<file path="src/rtl/ccc_cfg_pkg.sv">
// ccc_cfg_pkg: shared types and constants for the CCC dynamic-configuration
// APB master (sequencer state, status codes, APB bus widths).
package ccc_cfg_pkg;

  localparam int unsigned APB_ADDR_W = 6;
  localparam int unsigned APB_DATA_W = 8;

  localparam logic [1:0] ERR_OK      = 2'd0;
  localparam logic [1:0] ERR_VERIFY  = 2'd1;
  localparam logic [1:0] ERR_TIMEOUT = 2'd2;

  typedef enum logic [3:0] {
    ST_IDLE,
    ST_HOLD,
    ST_WR_SETUP,
    ST_WR_ACCESS,
    ST_RD_SETUP,
    ST_RD_ACCESS,
    ST_CHECK,
    ST_RELEASE,
    ST_WAIT_LOCK,
    ST_FINISH
  } cfg_state_e;

endpackage

</file>
<file path="src/rtl/sync_2ff.sv">
// sync_2ff: two-flop synchroniser for a single asynchronous level signal.
//   clk - destination clock
//   rst - asynchronous active-high reset (output clears to 0)
//   d   - asynchronous input
//   q   - synchronised output, two clk edges after d
module sync_2ff (
  input  logic clk,
  input  logic rst,
  input  logic d,
  output logic q
);

  logic meta;

  always_ff @(posedge clk or posedge rst) begin
    if (rst) begin
      meta <= 1'b0;
      q    <= 1'b0;
    end else begin
      meta <= d;
      q    <= meta;
    end
  end

endmodule

</file>
<file path="src/rtl/ccc_apb_cfg_master.sv">
// ccc_apb_cfg_master: APB initiator for the CCC dynamic-configuration port.
// On CFG_START it holds the PLL in reset, writes NUM_REGS bytes, reads each
// back and verifies it, releases the PLL and waits for a qualified LOCK.
//   CLK, RESET        - fabric clock (also CCC PCLK), async active-high reset
//   CFG_START/DATA    - start request and config bytes (byte i at [8i+7:8i])
//   BUSY, DONE, ERR   - status: busy level, end pulse, 0 ok/1 verify/2 timeout
//   LOCKED            - synchronised LOCK, masked while BUSY
//   PLL_ARST_N        - PLL reset to the CCC (low while configuring)
//   PRESET_N          - APB reset to the CCC
//   PSEL..PRDATA      - APB master bus (fixed 2-cycle transfers, no PREADY)
//   LOCK              - CCC lock, asynchronous to CLK
module ccc_apb_cfg_master
  import ccc_cfg_pkg::*;
#(
  parameter int unsigned           NUM_REGS     = 4,
  parameter logic [APB_ADDR_W-1:0] BASE_ADDR    = 6'h00,
  parameter int unsigned           RST_HOLD     = 16,
  parameter int unsigned           LOCK_STABLE  = 8,
  parameter int unsigned           LOCK_TIMEOUT = 65535
) (
  input  logic                  CLK,
  input  logic                  RESET,
  input  logic                  CFG_START,
  input  logic [NUM_REGS*8-1:0] CFG_DATA,
  output logic                  BUSY,
  output logic                  DONE,
  output logic [1:0]            ERR,
  output logic                  LOCKED,
  output logic                  PLL_ARST_N,
  output logic                  PRESET_N,
  output logic                  PSEL,
  output logic                  PENABLE,
  output logic                  PWRITE,
  output logic [APB_ADDR_W-1:0] PADDR,
  output logic [APB_DATA_W-1:0] PWDATA,
  input  logic [APB_DATA_W-1:0] PRDATA,
  input  logic                  LOCK
);

  localparam int unsigned IDX_W  = (NUM_REGS > 1) ? $clog2(NUM_REGS) : 1;
  localparam int unsigned HOLD_W = $clog2(RST_HOLD + 1);
  localparam int unsigned STAB_W = $clog2(LOCK_STABLE + 1);
  localparam int unsigned TMO_W  = $clog2(LOCK_TIMEOUT + 1);

  localparam logic [IDX_W-1:0]  LAST_IDX  = IDX_W'(NUM_REGS - 1);
  localparam logic [HOLD_W-1:0] HOLD_LAST = HOLD_W'(RST_HOLD - 1);
  localparam logic [STAB_W-1:0] STAB_MAX  = STAB_W'(LOCK_STABLE);
  localparam logic [TMO_W-1:0]  TMO_MAX   = TMO_W'(LOCK_TIMEOUT);

  if (NUM_REGS < 1 || NUM_REGS > 16) begin : g_bad_num_regs
    $error("NUM_REGS must be in 1..16");
  end
  if (32'(BASE_ADDR) + NUM_REGS - 1 > 32'd63) begin : g_bad_addr_range
    $error("BASE_ADDR+NUM_REGS-1 exceeds the 6-bit APB address space");
  end
  if (RST_HOLD < 1 || LOCK_STABLE < 1 || LOCK_TIMEOUT < 1) begin : g_bad_counts
    $error("RST_HOLD, LOCK_STABLE and LOCK_TIMEOUT must be at least 1");
  end

  cfg_state_e            state_q, state_d;
  logic [APB_DATA_W-1:0] cfg_q [NUM_REGS];
  logic [IDX_W-1:0]      idx_q, idx_d;
  logic [HOLD_W-1:0]     hold_q, hold_d;
  logic [STAB_W-1:0]     stab_q, stab_d;
  logic [TMO_W-1:0]      tmo_q, tmo_d;
  logic [1:0]            err_q, err_d;
  logic [APB_DATA_W-1:0] rd_q;
  logic [APB_DATA_W-1:0] cur_byte;
  logic                  preset_q;
  logic                  lock_s;
  logic                  accept;
  logic                  in_xfer;

  sync_2ff u_lock_sync (
    .clk (CLK),
    .rst (RESET),
    .d   (LOCK),
    .q   (lock_s)
  );

  assign cur_byte = cfg_q[idx_q];

  always_ff @(posedge CLK or posedge RESET) begin
    if (RESET) begin
      state_q  <= ST_IDLE;
      idx_q    <= '0;
      hold_q   <= '0;
      stab_q   <= '0;
      tmo_q    <= '0;
      err_q    <= ERR_OK;
      rd_q     <= '0;
      preset_q <= 1'b0;
      for (int unsigned i = 0; i < NUM_REGS; i++) cfg_q[i] <= '0;
    end else begin
      state_q  <= state_d;
      idx_q    <= idx_d;
      hold_q   <= hold_d;
      stab_q   <= stab_d;
      tmo_q    <= tmo_d;
      err_q    <= err_d;
      preset_q <= 1'b1;
      if (accept) begin
        for (int unsigned i = 0; i < NUM_REGS; i++) cfg_q[i] <= CFG_DATA[8*i +: 8];
      end
      // PRDATA is taken on the edge that ends the read ACCESS cycle.
      if (state_q == ST_RD_ACCESS) rd_q <= PRDATA;
    end
  end

  always_comb begin
    state_d = state_q;
    idx_d   = idx_q;
    hold_d  = hold_q;
    stab_d  = stab_q;
    tmo_d   = tmo_q;
    err_d   = err_q;
    accept  = 1'b0;
    unique case (state_q)
      ST_IDLE: begin
        if (CFG_START) begin
          accept  = 1'b1;
          err_d   = ERR_OK;
          hold_d  = '0;
          idx_d   = '0;
          state_d = ST_HOLD;
        end
      end
      ST_HOLD: begin
        if (hold_q == HOLD_LAST) begin
          hold_d  = '0;
          idx_d   = '0;
          state_d = ST_WR_SETUP;
        end else begin
          hold_d = hold_q + 1'b1;
        end
      end
      ST_WR_SETUP: state_d = ST_WR_ACCESS;
      ST_WR_ACCESS: begin
        if (idx_q == LAST_IDX) begin
          idx_d   = '0;
          state_d = ST_RD_SETUP;
        end else begin
          idx_d   = idx_q + 1'b1;
          state_d = ST_WR_SETUP;
        end
      end
      ST_RD_SETUP:  state_d = ST_RD_ACCESS;
      ST_RD_ACCESS: state_d = ST_CHECK;
      ST_CHECK: begin
        if (rd_q != cur_byte) begin
          err_d   = ERR_VERIFY;
          state_d = ST_RELEASE;
        end else if (idx_q == LAST_IDX) begin
          state_d = ST_RELEASE;
        end else begin
          idx_d   = idx_q + 1'b1;
          state_d = ST_RD_SETUP;
        end
      end
      ST_RELEASE: begin
        stab_d  = '0;
        tmo_d   = '0;
        state_d = (err_q == ERR_VERIFY) ? ST_FINISH : ST_WAIT_LOCK;
      end
      ST_WAIT_LOCK: begin
        tmo_d  = tmo_q + 1'b1;
        stab_d = lock_s ? stab_q + 1'b1 : '0;
        // Stability is tested first so a simultaneous timeout still succeeds.
        if (stab_d == STAB_MAX) begin
          state_d = ST_FINISH;
        end else if (tmo_d == TMO_MAX) begin
          err_d   = ERR_TIMEOUT;
          state_d = ST_FINISH;
        end
      end
      ST_FINISH: state_d = ST_IDLE;
      default:   state_d = ST_IDLE;
    endcase
  end

  // Outputs decode directly from the state register so an asynchronous
  // RESET returns every one of them to its idle value immediately.
  always_comb begin
    in_xfer    = state_q inside {ST_WR_SETUP, ST_WR_ACCESS, ST_RD_SETUP, ST_RD_ACCESS};
    BUSY       = (state_q != ST_IDLE);
    DONE       = (state_q == ST_FINISH);
    ERR        = err_q;
    LOCKED     = lock_s & ~BUSY;
    PLL_ARST_N = !(in_xfer || state_q inside {ST_HOLD, ST_CHECK});
    PRESET_N   = preset_q;
    PSEL       = in_xfer;
    PENABLE    = state_q inside {ST_WR_ACCESS, ST_RD_ACCESS};
    PWRITE     = state_q inside {ST_WR_SETUP, ST_WR_ACCESS};
    PADDR      = in_xfer ? BASE_ADDR + APB_ADDR_W'(idx_q) : '0;
    PWDATA     = PWRITE ? cur_byte : '0;
  end

endmodule

</file>
<file path="config.mk">
export PLATFORM = sky130hd
export DESIGN_NAME = ccc_apb_cfg_master
export DESIGN_NICKNAME = d
export VERILOG_FILES = /design/src/rtl/ccc_cfg_pkg.sv /design/src/rtl/sync_2ff.sv /design/src/rtl/ccc_apb_cfg_master.sv
export SDC_FILE = /design/constraint.sdc
export NUM_CORES = 1
export LEC_CHECK = 0
export CORE_ASPECT_RATIO = 0.9
export CORE_MARGIN = 2
export CORE_UTILIZATION = 29
export CTS_BUF_LIST = sky130_fd_sc_hd__clkbuf_8
export CTS_CLUSTER_DIAMETER = 120
export CTS_CLUSTER_SIZE = 24
export DETAILED_ROUTE_END_ITERATION = 12
export PLACE_DENSITY_LB_ADDON = 0.2
export SETUP_SLACK_MARGIN = 0.05
export SLEW_MARGIN = 20
export SYNTH_ARGS = -nofsm -noshare
export SYNTH_HDL_FRONTEND = slang
export SYNTH_SLANG_ARGS = --single-unit
</file>
<file path="constraint.sdc">
create_clock -name CLK -period 2.25 [get_ports CLK]
set_clock_uncertainty 0.05 [all_clocks]
set_input_delay 0.45 -clock CLK [delete_from_list [all_inputs] [get_ports CLK]]
set_output_delay 0.45 -clock CLK [all_outputs]
set_load 0.1 [all_outputs]
</file>
Yosys cells after proc, flatten, opt, wreduce, memory -nomap -nowiden

Index checks and enable logic that the tools add are counted.

Bits in registers: 76
Word-level logic and storage cells: 93

Add/subtract/negate cells: 4
Magnitude comparators: 1
Eq/ne operators: 23
Multiplexer cells: 32
Bitwise gates (word level): 3
Reduce and logical (&&, ||, !) cells: 16

Operators with widths:

| cell                  | count |
|---|---|
| $pmux 4 s9            | 1 |
| $pmux 16 s2           | 1 |
| $mux 8                | 3 |
| $mux 2                | 11 |
| $mux 4                | 5 |
| $add 16x1->16 const B | 1 |
| $bmux 8 s2            | 1 |
| $eq 16x16->1 const B  | 1 |
| $eq 4x3->1 const B    | 4 |
| $ne 2x2->1 const B    | 7 |
| $eq 4x4->1 const B    | 3 |
| $reduce_bool 4->1     | 3 |
| $mux 5                | 2 |
| $pmux 5 s2            | 1 |
| $reduce_and 5->1      | 2 |
| $reduce_bool 2->1     | 5 |
| $eq 4x2->1 const B    | 2 |
| $ne 8x8->1            | 1 |
| $pmux 2 s4            | 1 |
| $pmux 4 s2            | 1 |
| $pmux 2 s3            | 1 |
| $add 5x1->5 const B   | 1 |
| $eq 5x4->1 const B    | 1 |
| $add 4x1->4 const B   | 1 |
| 17 further kinds      | 19 |

Depth between registers and ports, before layout

Gate-level depths: netlist (run 1).

Depth in word-level cells: 7
Mapped depth: 8

Cells and area by module

From an unflattened synthesis (run 1), not the netlist that was laid out.

Cell total of the unflattened synthesis: 373
Area total of the unflattened synthesis: 4,037.6 sq um

Modules (own cells, without submodules):

| module             | times used | cells an instance | area each (sq um) | sequential area each (sq um) |
|---|---|---|---|---|
| ccc_apb_cfg_master | 1          | 370               | 3,983.8           | 1,851.8 |
| sync_2ff           | 1          | 3                 | 53.8              | 50.0 |

Least setup slack after synthesis (run 1)

No wires, ideal clock.

Path type: flip-flop to output port
Start point: register state_q[2]
End point: output port PADDR[0]
Data arrival time: 3.274 ns
Data required time: 1.750 ns
Path slack: -1.524 ns
Cell stages (with the launch flop): 6
Buffers on the path: 2
Path through: dfrtp_1 clkbuf_1 buf_1 xnor2_1 nor2_1 and2_1

Word-level cells in the longest chain between the ends: 3
Elaborated cells between the ends (all ways): 6
Those cells by class: eq/ne: 4; mux: 1; reduce/logical: 1

RTL lines:

| what                                            | line                      | source |
|---|---|---|
| start: declaration                              | ccc_apb_cfg_master.sv:60  | `cfg_state_e state_q, state_d;` |
| start signal: assignment                        | ccc_apb_cfg_master.sv:95  | `state_q <= state_d;` |
| $eq 4x2->1 / $eq 4x3->1 (equally long branches) | ccc_apb_cfg_master.sv:184 | `in_xfer = state_q inside {ST_WR_SETUP, ST_WR_ACCESS, ST_RD_SETUP, ST_RD_ACCESS};` |
| $reduce_bool 4->1 *                             | ccc_apb_cfg_master.sv:184 |  |
| via PSEL                                        | ccc_apb_cfg_master.sv:31  | `output logic PSEL,` |
| $mux 2 *                                        | ccc_apb_cfg_master.sv:194 | `PADDR = in_xfer ? BASE_ADDR + APB_ADDR_W'(idx_q) : '0;` |
| end: declaration                                | ccc_apb_cfg_master.sv:34  | `output logic [APB_ADDR_W-1:0] PADDR,` |

Mark *: on every way through the listed nets, which the timed path passes. The rest lies on a longest branch.

Worst setup path after layout (run 1)

Start point: register idx_q[1]
End point: output port PWDATA[3]

Word-level cells in the longest chain between the ends: 5

RTL lines:

| what                                      | line                      | source |
|---|---|---|
| start: declaration                        | ccc_apb_cfg_master.sv:62  | `logic [IDX_W-1:0] idx_q, idx_d;` |
| start signal: assignment                  | ccc_apb_cfg_master.sv:96  | `idx_q <= idx_d;` |
| $not 2->3 (not written as such)           | ccc_apb_cfg_master.sv:81  | `assign cur_byte = cfg_q[idx_q];` |
| $bmux 8 s2                                | ccc_apb_cfg_master.sv:81  |  |
| $mux 8 (not written as such) (2 in a row) | ccc_apb_cfg_master.sv:81  |  |
| $mux 8                                    | ccc_apb_cfg_master.sv:195 | `PWDATA = PWRITE ? cur_byte : '0;` |
| end: declaration                          | ccc_apb_cfg_master.sv:35  | `output logic [APB_DATA_W-1:0] PWDATA,` |

No other way between the ends. The select of a mux whose other input is x is not followed.

==> flow_metrics.tcl, run 1 <==
set metrics [dict create \
    syn_area_per_cell_um2 10.8 \
    wl_um 10000 \
    layout-drive-gt1-share_pct 35.7 \
    rrSetupSlack_ps -60 \
    initial_core_util_pct 30.0 \
    diodes 0 \
    finalCriticalPeriod_ps 2320 \
    period_share_pct 103 \
    cts-root-buf "clkbuf_8" \
    synth_top_area_share_pct 47.1 \
    wl_per_cell_um 15.6 \
    p_leak_nw 2.41 \
    setup_violations 11 \
    port_buffers 63 \
    yosysMostFrequentCell "dfrtp_1" \
    place.gp.congestion 0.829 \
    synth_seq_cells 76 \
    ys_warn_count 0 \
    grt_pass1_vias 3254 \
    cts_num_sinks 76 \
    cp_data_required_time_ps 1750 \
    worstSetupStartpointType "register" \
    antenna_found_initial 0 \
    gr-usage-all-layers_pct 14.5 \
    synth_area_mm2 0.00403 \
    h-tree-depth 3 \
    synthDistinctLibCells 58 \
    grt_pass1_wl_um 16700 \
    layout.nets 520 \
    p_total_w 0.00641 \
    reg2reg_from "idx_q[1]" \
    synth_ff_type "dfrtp_1" \
    fin_ws_ps -72.5 \
    die_w_um 128 \
    worst_pin_slew_ps 595 \
    p_per_area_mw_per_mm2 1130 \
    yosysTopAreaCell "dfrtp_1" \
    maxSlewHeadroom_pct 60.0 \
    grt_max_degree 44 \
    holdPathEnd "u_lock_sync.q" \
    drtAntennaViolNets 0 \
    dr_wl_met3_um 364 \
    max_freq_mhz 431 \
    ys_async_sr_fraction_pct 100 \
    synth-edff-count 0 \
    drtIter0Drc 196 \
    ys_seq_area_share_pct 47.1 \
    crit_type "register to primary output" \
    crit_fanout 5 \
    coreArea_mm2 0.0135 \
    endpoint_kind "primary output" \
    maxCapViolCount 0 \
    m1WireLength_um 5140 \
    synthCells 372 \
    cts_buffer_depth 2 \
    avgViaCountPerCell 4.93 \
    place_worst_setup_slack_ps -51.3 \
    ff2ff_path_depth 7 \
    arrival_ps 1820 \
    violations "negative setup slack" \
    ctsHoldBuffers 0 \
    outcome "finished with violations" \
    synth_common_cells "dfrtp_1 (76), mux2_2 (40), o21ai_0 (37)" \
    wl_met2_um 4390 \
    min-delay-start "u_lock_sync.meta" \
    grt-ovfl-total 0 \
    std_cell_rows 40 \
    worstReg2RegEnd "ERR[0]" \
    die_area_mm2 0.0149 \
    min_path_type "register to register" \
    clk_latency_ps 360 \
    cts_tree "built" \
    numCtsBuffers 9 \
    dr_total_vias 3178 \
    utilization_pct 42.0 \
    ir_drop_mv 0.481 \
    syn_to_final_growth_pct 40.2 \
    hold_depth 0 \
    die_h_um 116 \
    clk_pin_slew_worst_paths_ps 90 \
    hold_viol_final 0 \
    drc_errors 0 \
    io_pins 68 \
    drv_slew 0 \
    first_pass_iters 4 \
    hpwl_um 7270 \
    maxUsedRoutingLayer "met4" \
    rsz0062_at_grt "true" \
    synth_area_leaders "dfrtp_1 (47%), mux2_2 (11%), o21ai_0 (4.6%), mux4_2 (3.9%), nand2_1 (2.5%)" \
]
cell families (layout without fill, tap and decap cells):
group / Yosys count / in the layout / share of synthesized area [%]
AO/OA/AOI/OAI: 80 / 80 / 12.5
other: 2 / 5 / 0.186
flip-flops: 76 / 76 / 47.1
buffers and inverters: 30 / 130 / 3.57
XOR/XNOR: 13 / 13 / 3.38
adder cells (fa/ha/maj): 5 / 5 / 1.55
multiplexers: 51 / 51 / 16.7
AND/OR/NAND/NOR: 115 / 116 / 15.0
timing repair:
item | 4_1_cts | 5_1_grt
resized for setup | 11 | 8
buffers inserted | 7 | 4
setup endpoints to repair | 17 | 21
cloned | 0 | 1
pin swaps | 3 | 2
cell usage in the layout (no fill, tap or decap), drive strengths merged, types with 13 or more instances in the layout:
| cell | n |
|---|---|
| dfrtp | 76 |
| buf | 63 |
| clkdlybuf4s50 | 43 |
| mux2 | 43 |
| o21ai | 39 |
| nand2 | 27 |
| nor2 | 24 |
| nand3 | 15 |
| a21oi | 13 |
area by class of cell:
class	instances	area, um2
fill	1294	7810
sequential	76	1910
clock inverter	6	52.6
tap	168	210
timing repair buffer	106	1180
multi-input combinational	270	2140
clock buffer	10	138
inverter	8	33.8
worst max path at each step:
stage               cells past startpoint  slack (ps)   endpoint        from
floorplan                               5         -70   PADDR[0]  state_q[2]
global placement                        7          -3     ERR[0]    idx_q[1]
detailed placement                      7         -50   idx_q[0]    idx_q[1]
CTS                                     4         -90  PWDATA[3]    idx_q[1]
global route                            7        -150   idx_q[0]    idx_q[1]
finish                                  4         -70  PWDATA[3]    idx_q[1]
stage by stage:
stage,setup TNS [ps],cells,area (um2),hold slack (ps)
final,-541,644,5660,319
after detailed placement,-104,616,5310,288
after global placement,-2.53,616,5310,296
after CTS,-750,639,5580,318
after global routing,-1300,644,5660,320
after floorplan,-254,375,4150,281
report_power, final:
| group | internal (W) | switching, W |
|---|---|---|
| clock network | 0.000450 | 0.000571 |
| registers | 0.00177 | 0.000262 |
| logic | 0.00158 | 0.00178 |
worst max-delay path, stage by stage (launching register included):
cell and delay (ps):
dfrtp_1 440, buf_12 150, mux4_2 540, and2_4 180, buf_12 160
state kept, by name (all words and copies together) (netlist names):
register / flops
cfg_q: 32
u_lock_sync.q: 1
hold_q: 5
ERR: 2
PRESET_N: 1
state_q: 4
stab_q: 4
idx_q: 2
rd_q: 8
tmo_q: 16
u_lock_sync.meta: 1
layer usage:
metal | vias to the layer above | global-route usage (%)
met1 | 1561 | 20.6
met2 | 59 | 21.9
met4 | 0 | 4.32
li1 | 1545 | -
met3 | 13 | 3.51
met5 | - | 0
Note: power is estimated with default switching activity, not from simulation.
==> run 2, diff against run 1 <==
--- a/config.mk
+++ b/config.mk
@@ -7,7 +7,7 @@
 export LEC_CHECK = 0
 export CORE_ASPECT_RATIO = 0.9
 export CORE_MARGIN = 2
-export CORE_UTILIZATION = 29
+export CORE_UTILIZATION = 50
 export CTS_BUF_LIST = sky130_fd_sc_hd__clkbuf_8
 export CTS_CLUSTER_DIAMETER = 120
 export CTS_CLUSTER_SIZE = 24
==> constraint.sdc (replaced) <==
create_clock -name CLK -period 1.95 [get_ports CLK]
set_clock_uncertainty 0.05 [all_clocks]
set_input_delay 0.39 -clock CLK [delete_from_list [all_inputs] [get_ports CLK]]
set_output_delay 0.39 -clock CLK [all_outputs]
set_load 0.1 [all_outputs]
==> run 2 against run 1 <==
Effect of this change: the flow still finishes with violations (negative setup slack); clock-buffer cell count decreased by 1; first-iteration DRC count increased by 13%; largest power group unchanged; sequential share of layout area decreased by 2.4 points; highest routed layer unchanged; non-clock buffer count increased by 42.
==> flow_metrics.tcl, run 2 (synthesis results as in run 1) <==
set metrics [dict create \
    cts_buffer_depth 2 \
    gr-usage-all-layers_pct 25.3 \
    ff_latch_area_mm2 0.00191 \
    rsz0062_at_grt "true" \
    p_per_area_mw_per_mm2 1270 \
    drc_errors 0 \
    placed_area_mm2 0.00538 \
    std_cell_rows 31 \
    layout_common_cells "dfrtp_1 (71), buf_4 (61), clkdlybuf4s50_1 (43), mux2_2 (40), nand2_1 (26)" \
    hold_viol_final 0 \
    hpwl_um 7390 \
    die_w_um 98.7 \
    io_pins 68 \
    dr_total_vias 3512 \
    min_path_type "register to register" \
    finalCriticalPeriod_ps 2250 \
    crit_fanout 4 \
    place.gp.congestion 0.913 \
    slowest_stage "mux4_2" \
    ir_drop_mv 0.688 \
    layout-drive-gt1-share_pct 44.4 \
    clk_pin_slew_worst_paths_ps 90 \
    setup_violations 22 \
    diodes 0 \
    clk_latency_ps 360 \
    crit_type "register to register" \
    wl_um 11700 \
    initial_core_util_pct 50.7 \
    arrival_ps 2440 \
    coreArea_mm2 0.00795 \
    dp_cells 569 \
    multi_input_area_mm2 0.00224 \
    drtAntennaViolNets 0 \
    outcome "finished with violations" \
    violations "negative setup slack" \
    numCtsBuffers 9 \
    worstSetupStartpointType "register" \
    grt_pass1_wl_um 17200 \
    grt_pass1_vias 3384 \
    die_area_mm2 0.00880 \
    grt_max_degree 77 \
    stdcell_count 617 \
    largest_reg_flops 32 \
    port_buffers 63 \
    layout.nets 562 \
    pwr-share-seq_pct 31.6 \
    cts_num_sinks 76 \
    avgViaCountPerCell 5.69 \
    die_h_um 89.2 \
    first_pass_iters 4 \
    final_common_cell "dfrtp_1" \
    top_regs "cfg_q: 32 flops, tmo_q: 16 flops, rd_q: 8 flops" \
    cts_tree "built" \
    ctsHoldBuffers 0 \
    drv_slew 0 \
    utilization_pct 76.7 \
    fin_ws_ps -302 \
    max_freq_mhz 444 \
    crit_path_cell_trace "buf_6 -> mux4_2 -> xnor2_1 -> nand3_2 -> nor3_4 -> o211ai_2 -> mux2_1" \
    p_leak_nw 2.66 \
    max_stage_delay_ps 540 \
    place_worst_setup_slack_ps -504 \
    wl_per_cell_um 18.9 \
    antenna_found_initial 0 \
    power_switching_share_pct 41.7 \
    maxCapViolCount 0 \
    postLayoutCellArea_mm2 0.00610 \
    n_fill_cell 491 \
    regMostFlops "cfg_q" \
    p_clk_share_pct 15.1 \
    pwr-share-comb_pct 53.3 \
    cp_data_required_time_ps 2140 \
    period_share_pct 115 \
    intPower_w 0.00452 \
    cts-root-buf "clkbuf_8" \
    drtIter0Drc 222 \
    endpoint_kind "register" \
    grt-ovfl-total 0 \
    syn_to_final_growth_pct 51.2 \
    p_sw_w 0.00324 \
    h-tree-depth 3 \
]
## run 2: changes by cell type in the layout (fill, tap and decap cells not counted), sizes merged
cell    change
buf        +40
clkbuf      +1
inv         +1
## run 2: power by group through the flow
stage	logic, W	registers, W	clock network [W]
floorplan	0.00262	0.00226	0
global placement	0.00352	0.00246	0
detailed placement	0.00362	0.00246	0
CTS	0.00389	0.00242	0.00119
global route	0.00433	0.00250	0.00126
finish	0.00414	0.00245	0.00117
## run 2: area by class of cell
cell class	count	share of cell area, %
clock buffer	9	2.03
clock inverter	7	1.05
inverter	8	0.595
multi-input combinational	270	36.8
sequential	76	31.3
tap	99	2.03
timing repair buffer	148	26.2
## run 2: metrics by stage
| stage | power [W] | TNS [ps] | hold WS, ps |
|---|---|---|---|
| final | 0.00775 | -4110 | 295 |
| after global routing | 0.00810 | -5480 | 320 |
| after CTS | 0.00750 | -3720 | 300 |
| after detailed placement | 0.00608 | -2480 | 285 |
| after global placement | 0.00598 | -1580 | 284 |
| after floorplan | 0.00489 | -4640 | 281 |
## run 2: critical path, delay by kind of cell (launching register included)
family / cells / cell delay, ps
mux: 2 / 880
flops: 1 / 410
simple gates: 2 / 330
xor+xnor: 1 / 200
buf+inv: 1 / 130
compound gates: 1 / 130
## run 2: what timing repair did
item	in CTS	in global routing
setup buffers	22	4
gates cloned	1	5
pin swaps	9	10
endpoints found under the setup margin	22	58
gates resized for setup	30	46
## run 2: worst paths after layout
kind / from / endpoint / slack, ps / cells after the start
max: idx_q[1] / idx_q[0] / -300 / 7
min: u_lock_sync.meta / u_lock_sync.q / 300 / 0
max reg2reg: idx_q[1] / idx_q[0] / -300 / 7
min reg2reg: u_lock_sync.meta / u_lock_sync.q / 300 / 0
max in group asynchronous: RESET / state_q[0] / 1070 / 3
min in group asynchronous: RESET / rd_q[0] / 430 / 3
## run 2: layer usage
metal / part of all wire [%] / GRT usage [%]
met3: 5.2 / 4.07
met1: 44 / 35.6
met5: 0 / 0
met2: 49 / 40.9
met4: 1.3 / 8.34
